[src/rtl/dcsk_deserializer_pkg.sv]
// Shared definitions for the DCSK chip serializer/deserializer pair.
package dcsk_pkg;

  localparam int DEFAULT_CHIP_WIDTH    = 8;
  localparam int DEFAULT_SPREAD_FACTOR = 2;

  // A frame is a reference half followed by a data half of equal length.
  localparam int FRAME_HALVES = 2;

  typedef logic signed [DEFAULT_CHIP_WIDTH-1:0] chip_t;

  // Accumulator width: a full-precision chip product plus enough headroom
  // for SPREAD_FACTOR products, so the correlation sum can never overflow.
  function automatic int acc_width(input int spread_factor, input int chip_width);
    return 2 * chip_width + $clog2(spread_factor) + 1;
  endfunction

endpackage

[src/rtl/dcsk_deserializer_if.sv]
// Chip stream in, demodulated bit and correlation out.
interface dcsk_deserializer_if
  import dcsk_pkg::*;
#(
  parameter int SPREAD_FACTOR = DEFAULT_SPREAD_FACTOR,
  parameter int CHIP_WIDTH    = DEFAULT_CHIP_WIDTH
);

  localparam int IDX_W = $clog2(FRAME_HALVES * SPREAD_FACTOR);
  localparam int ACC_W = acc_width(SPREAD_FACTOR, CHIP_WIDTH);

  logic signed [CHIP_WIDTH-1:0] chip_in;
  logic                         chip_valid;
  logic                         frame_sync;
  logic [IDX_W-1:0]             chip_index;
  logic                         bit_out;
  logic                         bit_valid;
  logic signed [ACC_W-1:0]      corr_out;

  // The front end drives chips; the deserializer answers with bits.
  modport master (
    output chip_in, chip_valid, frame_sync,
    input  chip_index, bit_out, bit_valid, corr_out
  );

  modport slave (
    input  chip_in, chip_valid, frame_sync,
    output chip_index, bit_out, bit_valid, corr_out
  );

endinterface

[src/rtl/dcsk_deserializer_counter.sv]
// Chip position within the frame, with explicit wrap and sync restart.
module deserialization_counter
  import dcsk_pkg::*;
#(
  parameter  int SPREAD_FACTOR = DEFAULT_SPREAD_FACTOR,
  localparam int IDX_W         = $clog2(FRAME_HALVES * SPREAD_FACTOR)
) (
  input  logic             clk,
  input  logic             rstn,
  input  logic             enable,
  input  logic             sync_clear,
  output logic [IDX_W-1:0] index,
  output logic             is_ref_phase,
  output logic             is_last_chip
);

  localparam logic [IDX_W-1:0] HALF = IDX_W'(SPREAD_FACTOR);
  localparam logic [IDX_W-1:0] LAST = IDX_W'(FRAME_HALVES * SPREAD_FACTOR - 1);

  logic [IDX_W-1:0] index_q;
  logic [IDX_W-1:0] index_d;

  // Next index: a sync with a chip makes that chip index 0 so the next one
  // is 1; the wrap compares against LAST so non-power-of-two frames work.
  always_comb begin
    index_d = index_q;
    if (sync_clear) begin
      index_d = enable ? IDX_W'(1) : '0;
    end else if (enable) begin
      index_d = (index_q == LAST) ? '0 : index_q + 1'b1;
    end
  end

  // Index register.
  always_ff @(posedge clk or negedge rstn) begin
    if (!rstn) begin
      index_q <= '0;
    end else begin
      index_q <= index_d;
    end
  end

  assign index        = index_q;
  assign is_ref_phase = (index_q < HALF);
  assign is_last_chip = (index_q == LAST);

endmodule

[src/rtl/dcsk_deserializer.sv]
// DCSK receiver: buffers reference chips, correlates data chips against
// them and emits one registered bit decision per frame.
module dcsk_deserializer
  import dcsk_pkg::*;
#(
  parameter int SPREAD_FACTOR = DEFAULT_SPREAD_FACTOR,
  parameter int CHIP_WIDTH    = DEFAULT_CHIP_WIDTH
) (
  input  logic                 clk,
  input  logic                 rstn,
  dcsk_deserializer_if.slave   bus
);

  localparam int IDX_W  = $clog2(FRAME_HALVES * SPREAD_FACTOR);
  localparam int REF_W  = (SPREAD_FACTOR > 1) ? $clog2(SPREAD_FACTOR) : 1;
  localparam int ACC_W  = acc_width(SPREAD_FACTOR, CHIP_WIDTH);
  localparam int PROD_W = 2 * CHIP_WIDTH;
  localparam logic [IDX_W-1:0] HALF = IDX_W'(SPREAD_FACTOR);

  logic [IDX_W-1:0] chip_index;
  logic             is_ref_phase;
  logic             is_last_chip;
  logic             is_first_chip;

  logic [REF_W-1:0] ref_slot;
  logic [REF_W-1:0] data_slot;

  logic [CHIP_WIDTH-1:0] ref_buf_q [SPREAD_FACTOR];
  logic [CHIP_WIDTH-1:0] ref_buf_d [SPREAD_FACTOR];
  logic [CHIP_WIDTH-1:0] ref_rd;

  logic [PROD_W-1:0] product;
  logic [ACC_W-1:0]  product_ext;
  logic [ACC_W-1:0]  acc_sum;

  logic [ACC_W-1:0] acc_q,       acc_d;
  logic [ACC_W-1:0] corr_out_q,  corr_out_d;
  logic             bit_out_q,   bit_out_d;
  logic             bit_valid_q, bit_valid_d;

  deserialization_counter #(
    .SPREAD_FACTOR (SPREAD_FACTOR)
  ) u_counter (
    .clk          (clk),
    .rstn         (rstn),
    .enable       (bus.chip_valid),
    .sync_clear   (bus.frame_sync),
    .index        (chip_index),
    .is_ref_phase (is_ref_phase),
    .is_last_chip (is_last_chip)
  );

  assign is_first_chip = (chip_index == '0);
  assign ref_slot      = REF_W'(chip_index);
  assign data_slot     = REF_W'(chip_index - HALF);
  assign ref_rd        = ref_buf_q[data_slot];

  // Both operands are sign-extended to the product width first, so the
  // unsigned multiply yields the exact two's-complement product.
  assign product     = {{CHIP_WIDTH{bus.chip_in[CHIP_WIDTH-1]}}, bus.chip_in}
                     * {{CHIP_WIDTH{ref_rd[CHIP_WIDTH-1]}}, ref_rd};
  assign product_ext = {{(ACC_W-PROD_W){product[PROD_W-1]}}, product};
  assign acc_sum     = acc_q + product_ext;

  // Buffer, accumulate and decide; frame_sync overrides everything so an
  // aborted frame, even on its last chip, never produces a bit.
  always_comb begin
    for (int i = 0; i < SPREAD_FACTOR; i++) begin
      ref_buf_d[i] = ref_buf_q[i];
    end
    acc_d       = acc_q;
    corr_out_d  = corr_out_q;
    bit_out_d   = bit_out_q;
    bit_valid_d = 1'b0;
    if (bus.frame_sync) begin
      acc_d = '0;
      if (bus.chip_valid) begin
        ref_buf_d[0] = bus.chip_in;
      end
    end else if (bus.chip_valid) begin
      if (is_ref_phase) begin
        ref_buf_d[ref_slot] = bus.chip_in;
        if (is_first_chip) begin
          acc_d = '0;
        end
      end else begin
        acc_d = acc_sum;
        if (is_last_chip) begin
          corr_out_d  = acc_sum;
          bit_out_d   = ~acc_sum[ACC_W-1] & (acc_sum != '0);
          bit_valid_d = 1'b1;
        end
      end
    end
  end

  // State and registered outputs.
  always_ff @(posedge clk or negedge rstn) begin
    if (!rstn) begin
      for (int i = 0; i < SPREAD_FACTOR; i++) begin
        ref_buf_q[i] <= '0;
      end
      acc_q       <= '0;
      corr_out_q  <= '0;
      bit_out_q   <= 1'b0;
      bit_valid_q <= 1'b0;
    end else begin
      for (int i = 0; i < SPREAD_FACTOR; i++) begin
        ref_buf_q[i] <= ref_buf_d[i];
      end
      acc_q       <= acc_d;
      corr_out_q  <= corr_out_d;
      bit_out_q   <= bit_out_d;
      bit_valid_q <= bit_valid_d;
    end
  end

  assign bus.chip_index = chip_index;
  assign bus.bit_out    = bit_out_q;
  assign bus.bit_valid  = bit_valid_q;
  assign bus.corr_out   = corr_out_q;

endmodule

[src/flat_wrapper.sv]
// flat-port wrapper written by rule: the top's interface ports become plain ports
module dcsk_deserializer_flat import dcsk_pkg::*;
#(
  parameter int SPREAD_FACTOR = DEFAULT_SPREAD_FACTOR,
  parameter int CHIP_WIDTH    = DEFAULT_CHIP_WIDTH
)
  (clk, rstn, bus_chip_in, bus_chip_valid, bus_frame_sync, bus_chip_index, bus_bit_out, bus_bit_valid, bus_corr_out);
  dcsk_deserializer_if #(.SPREAD_FACTOR(SPREAD_FACTOR), .CHIP_WIDTH(CHIP_WIDTH)) bus_i ();
  input  logic clk;
  input  logic rstn;
  input wire logic [$bits(bus_i.chip_in)-1:0] bus_chip_in;
  input wire logic [$bits(bus_i.chip_valid)-1:0] bus_chip_valid;
  input wire logic [$bits(bus_i.frame_sync)-1:0] bus_frame_sync;
  output wire logic [$bits(bus_i.chip_index)-1:0] bus_chip_index;
  output wire logic [$bits(bus_i.bit_out)-1:0] bus_bit_out;
  output wire logic [$bits(bus_i.bit_valid)-1:0] bus_bit_valid;
  output wire logic [$bits(bus_i.corr_out)-1:0] bus_corr_out;
  assign bus_i.chip_in = bus_chip_in;
  assign bus_i.chip_valid = bus_chip_valid;
  assign bus_i.frame_sync = bus_frame_sync;
  assign bus_chip_index = bus_i.chip_index;
  assign bus_bit_out = bus_i.bit_out;
  assign bus_bit_valid = bus_i.bit_valid;
  assign bus_corr_out = bus_i.corr_out;
  dcsk_deserializer #(.SPREAD_FACTOR(SPREAD_FACTOR), .CHIP_WIDTH(CHIP_WIDTH)) u_core (.clk(clk), .rstn(rstn), .bus(bus_i));
endmodule
[config.mk]
export PLATFORM = sky130hd
export DESIGN_NAME = dcsk_deserializer_flat
export DESIGN_NICKNAME = d
export VERILOG_FILES = /design/src/rtl/dcsk_deserializer_pkg.sv /design/src/rtl/dcsk_deserializer_if.sv /design/src/rtl/dcsk_deserializer_counter.sv /design/src/rtl/dcsk_deserializer.sv /design/src/flat_wrapper.sv
export SDC_FILE = /design/constraint.sdc
export NUM_CORES = 1
export LEC_CHECK = 0
export CAP_MARGIN = 15
export CORE_AREA = 2 2 93 104
export CTS_CLUSTER_DIAMETER = 30
export DETAILED_ROUTE_END_ITERATION = 6
export DIE_AREA = 0 0 95 106
export PLACE_DENSITY = 0.94
export SLEW_MARGIN = 20
export SYNTH_ARGS = -nofsm -noshare
export SYNTH_HDL_FRONTEND = slang
export SYNTH_SLANG_ARGS = --single-unit
[constraint.sdc]
create_clock -name clk -period 11.7 [get_ports clk]
set_input_delay 1.755 -clock clk [delete_from_list [all_inputs] [get_ports clk]]
set_output_delay 1.755 -clock clk [all_outputs]
set_load 0.01 [all_outputs]
==> run metrics <==
Cell variety after synth slightly below 60; Post-Syn Area 0.00585 sq mm; vias in the first global route 4,831; All-Layer GR Usage 0.277; Cells on Worst Hold Path 2; status completed; Post-Synth XOR/XNOR Area 0.0299; Slew HR 0.375; # fillers 653; Detail Route Antenna Nets 0; area leader, netlist dfrtp_1; multiplexer share of the synthesized area 0.0445; Synth Area in Adders 0.298; Compound-Gate Fraction of Synth Area 0.134; post-CTS setup buffer count 0; GPL Wtd Cong 0.927; DRC 0; Area Overhead vs Synth 8.59%; final setup vio count 0; Synth area leaders dfrtp_1, fa_1, ha_1; first-pass GRT wire length 22,100 microns; # rows 37; WP data arrival 8.63 ns; Crit Path Max Fanout 10; Worst-path clk slew between 0.1 and 0.15 ns; CTS root buf clkbuf_8; CP required 11.90 ns; Synth Instances 645; final cycle utilization of the critical path 0.720; Syn Area/Cell 9.07 sq um; maximum clock path buffer count 2; endpoints failing hold 0; HP Class reg2reg; routed length per instance 16.2 microns; Initial Util 0.642; critical path class in2reg; RSZ-0062 raised after global routing no; num ports 34; number of flops mapped to enable cells by yosys 0; routed vias 4,526; post-synth net total 763; Worst-Skew Late Latency 0.32 ns; Synth Flop Type dfrtp_1; # nets final 785; Via density 5.77; Max Cap Violations 0; max-slew violations 0; CTS Buf Count 5; Post-synth ARST share 1.00; Seq cells post-synth 56; largest net degree at the start of global routing 57; Finished Cell Area 0.00636 sq mm; Cell Area, Placed 0.00626 sq mm; Hold Buf Count CTS 0; warnings from Yosys 0; die width about 95 microns; htree depth 2; Tightest Pin Transition 0.932 ns; Post-Synth Simple-Gate Area 0.174; final WL approximately 13,000 microns; Critical Path Start Type primary input; chip height between 100 and 150 microns; CP endpoint kind flop; layout cells sized above 1 0.0569; Core Region 0.00912 sq mm; Reg2Reg Depth 27; drt first pass iters 5; antenna cell count 0; DR iter-0 viols 256; minimum hold slack between 0.4 and 0.5 ns; sequential share of the synthesized area 0.239; largest family of logic cells by synthesized area adder cells; initial antenna violation count 0; share of the synthesized area in the top cell type 0.239; post-cts gate resize count 0; IO buf count 33; minimum clock period roughly 8.4 ns; die area 0.0101 sq mm; global route total overflow 0; Sink Count 56; DP Wirelength 10,200 microns; clk_skew 0.0152 ns; setup TNS 0 ns; fmax 119 MHz; CTS tree built
cells in the mapped netlist (2+ instances only):
cell	instances
a211o_1	2
a211oi_1	3
a21boi_0	3
a21o_1	7
a21oi_1	16
a22o_1	5
a31oi_1	3
and2_1	22
and3_1	6
and3b_1	2
and4_1	2
buf_1	6
buf_2	3
clkbuf_1	11
dfrtp_1	56
fa_1	56
ha_1	50
inv_1	101
mux2_2	16
mux2i_1	8
nand2_1	63
nand2b_1	8
nand3_1	8
nor2_1	30
nor2b_1	29
nor3_1	9
nor4_1	3
o2111ai_1	3
o21a_1	7
o21ai_0	42
o21ai_1	3
o21bai_1	2
o31ai_1	6
o41a_1	2
or2_2	4
or3_1	8
xnor2_1	14
xor2_1	6
path summary, 6_finish.rpt:
kind                                           start              endpoint  slack (ns)
min reg2reg                     u_core.ref_buf_q[10]  u_core.ref_buf_q[10]        0.49
min in group asynchronous                       rstn       u_core.acc_q[4]        1.56
max in group asynchronous                       rstn       u_core.acc_q[9]        9.68
max                                   bus_chip_in[0]    u_core.bus.bit_out        3.27
min                             u_core.ref_buf_q[10]  u_core.ref_buf_q[10]        0.49
max reg2reg                u_core.u_counter.index[0]    u_core.bus.bit_out        3.82
cells by family (layout without fill, tap and decap cells):
| logic type | after synthesis | after routing |
|---|---|---|
| flip-flops | 56 | 56 |
| AO/OA/AOI/OAI | 117 | 117 |
| XOR/XNOR | 20 | 20 |
| adder cells (fa/ha/maj) | 106 | 106 |
| AND/OR/NAND/NOR | 200 | 200 |
| multiplexers | 24 | 24 |
| buffers and inverters | 122 | 145 |
worst max-delay path: stages:
cell,delay (ns)
clkdlybuf4s50_1,0.57
or2_2,0.38
fa_1,0.51
fa_1,0.55
inv_1,0.06
fa_1,0.54
inv_1,0.06
fa_1,0.56
inv_1,0.05
ha_1,0.32
a21oi_1,0.24
o21bai_1,0.11
a21oi_1,0.24
o21bai_1,0.10
a21oi_1,0.25
mux2i_1,0.11
nand3b_1,0.17
ha_1,0.32
and3_1,0.23
a31oi_1,0.19
o21ai_0,0.12
a211oi_1,0.41
xnor2_1,0.14
a2111oi_0,0.36
and4_1,0.23
nor2_1,0.05
cell usage in the layout (no fill, tap or decap), types with 5 or more instances in the layout:
cell / Yosys / final
a22o_1: 5 / 5
a21oi_1: 16 / 16
and3_1: 6 / 6
or3_1: 8 / 8
o21a_1: 7 / 7
xnor2_1: 14 / 14
mux2i_1: 8 / 8
nand3_1: 8 / 8
fa_1: 56 / 56
ha_1: 50 / 50
nand2b_1: 8 / 8
dfrtp_1: 56 / 56
and2_1: 22 / 22
nand2_1: 63 / 63
clkdlybuf4s50_1: 0 / 32
o21ai_0: 42 / 42
clkbuf_8: 0 / 5
nor2_1: 30 / 30
nor2b_1: 29 / 29
inv_1: 101 / 101
xor2_1: 6 / 6
o31ai_1: 6 / 6
a21o_1: 7 / 7
mux2_2: 16 / 16
nor3_1: 9 / 9
per-stage QoR:
step / instances / worst slack [ns] / utilization
final: 785 / 3.27 / 0.697
after global routing: 785 / 2.93 / 0.697
after CTS: 785 / 3.31 / 0.697
after detailed placement: 777 / 3.02 / 0.687
after global placement: 777 / 3.39 / 0.687
after floorplan: 645 / 4.21 / -
routing by layer:
metal	vias to the layer above	track usage	wire length, microns
met3	32	0.0390	585
met2	137	0.481	6570
li1	2163	-	-
met5	-	0	0
met1	2194	0.349	5200
met4	0	0.100	365
area by class of cell:
| cell class | instances | area (sq um) | share of cell area |
|---|---|---|---|
| well taps | 117 | 146 | 0.0230 |
| flip-flops and latches | 56 | 1400 | 0.220 |
| repair buffers | 36 | 348 | 0.0547 |
| clock inverters | 3 | 26.3 | 0.00413 |
| multi-input cells | 467 | 3990 | 0.627 |
| inverters | 101 | 379 | 0.0596 |
| clock buffers | 5 | 68.8 | 0.0108 |
state kept, by name (all words and copies together), names as in the netlist:
signal,flops
u_core.bus.corr_out,18
u_core.acc_q,18
u_core.u_counter.index,2
u_core.ref_buf_q,16
u_core.bus.bit_valid,1
u_core.bus.bit_out,1
Power is not shown: default switching activity piles up to over one toggle a cycle in this logic, so the estimate is an artifact.
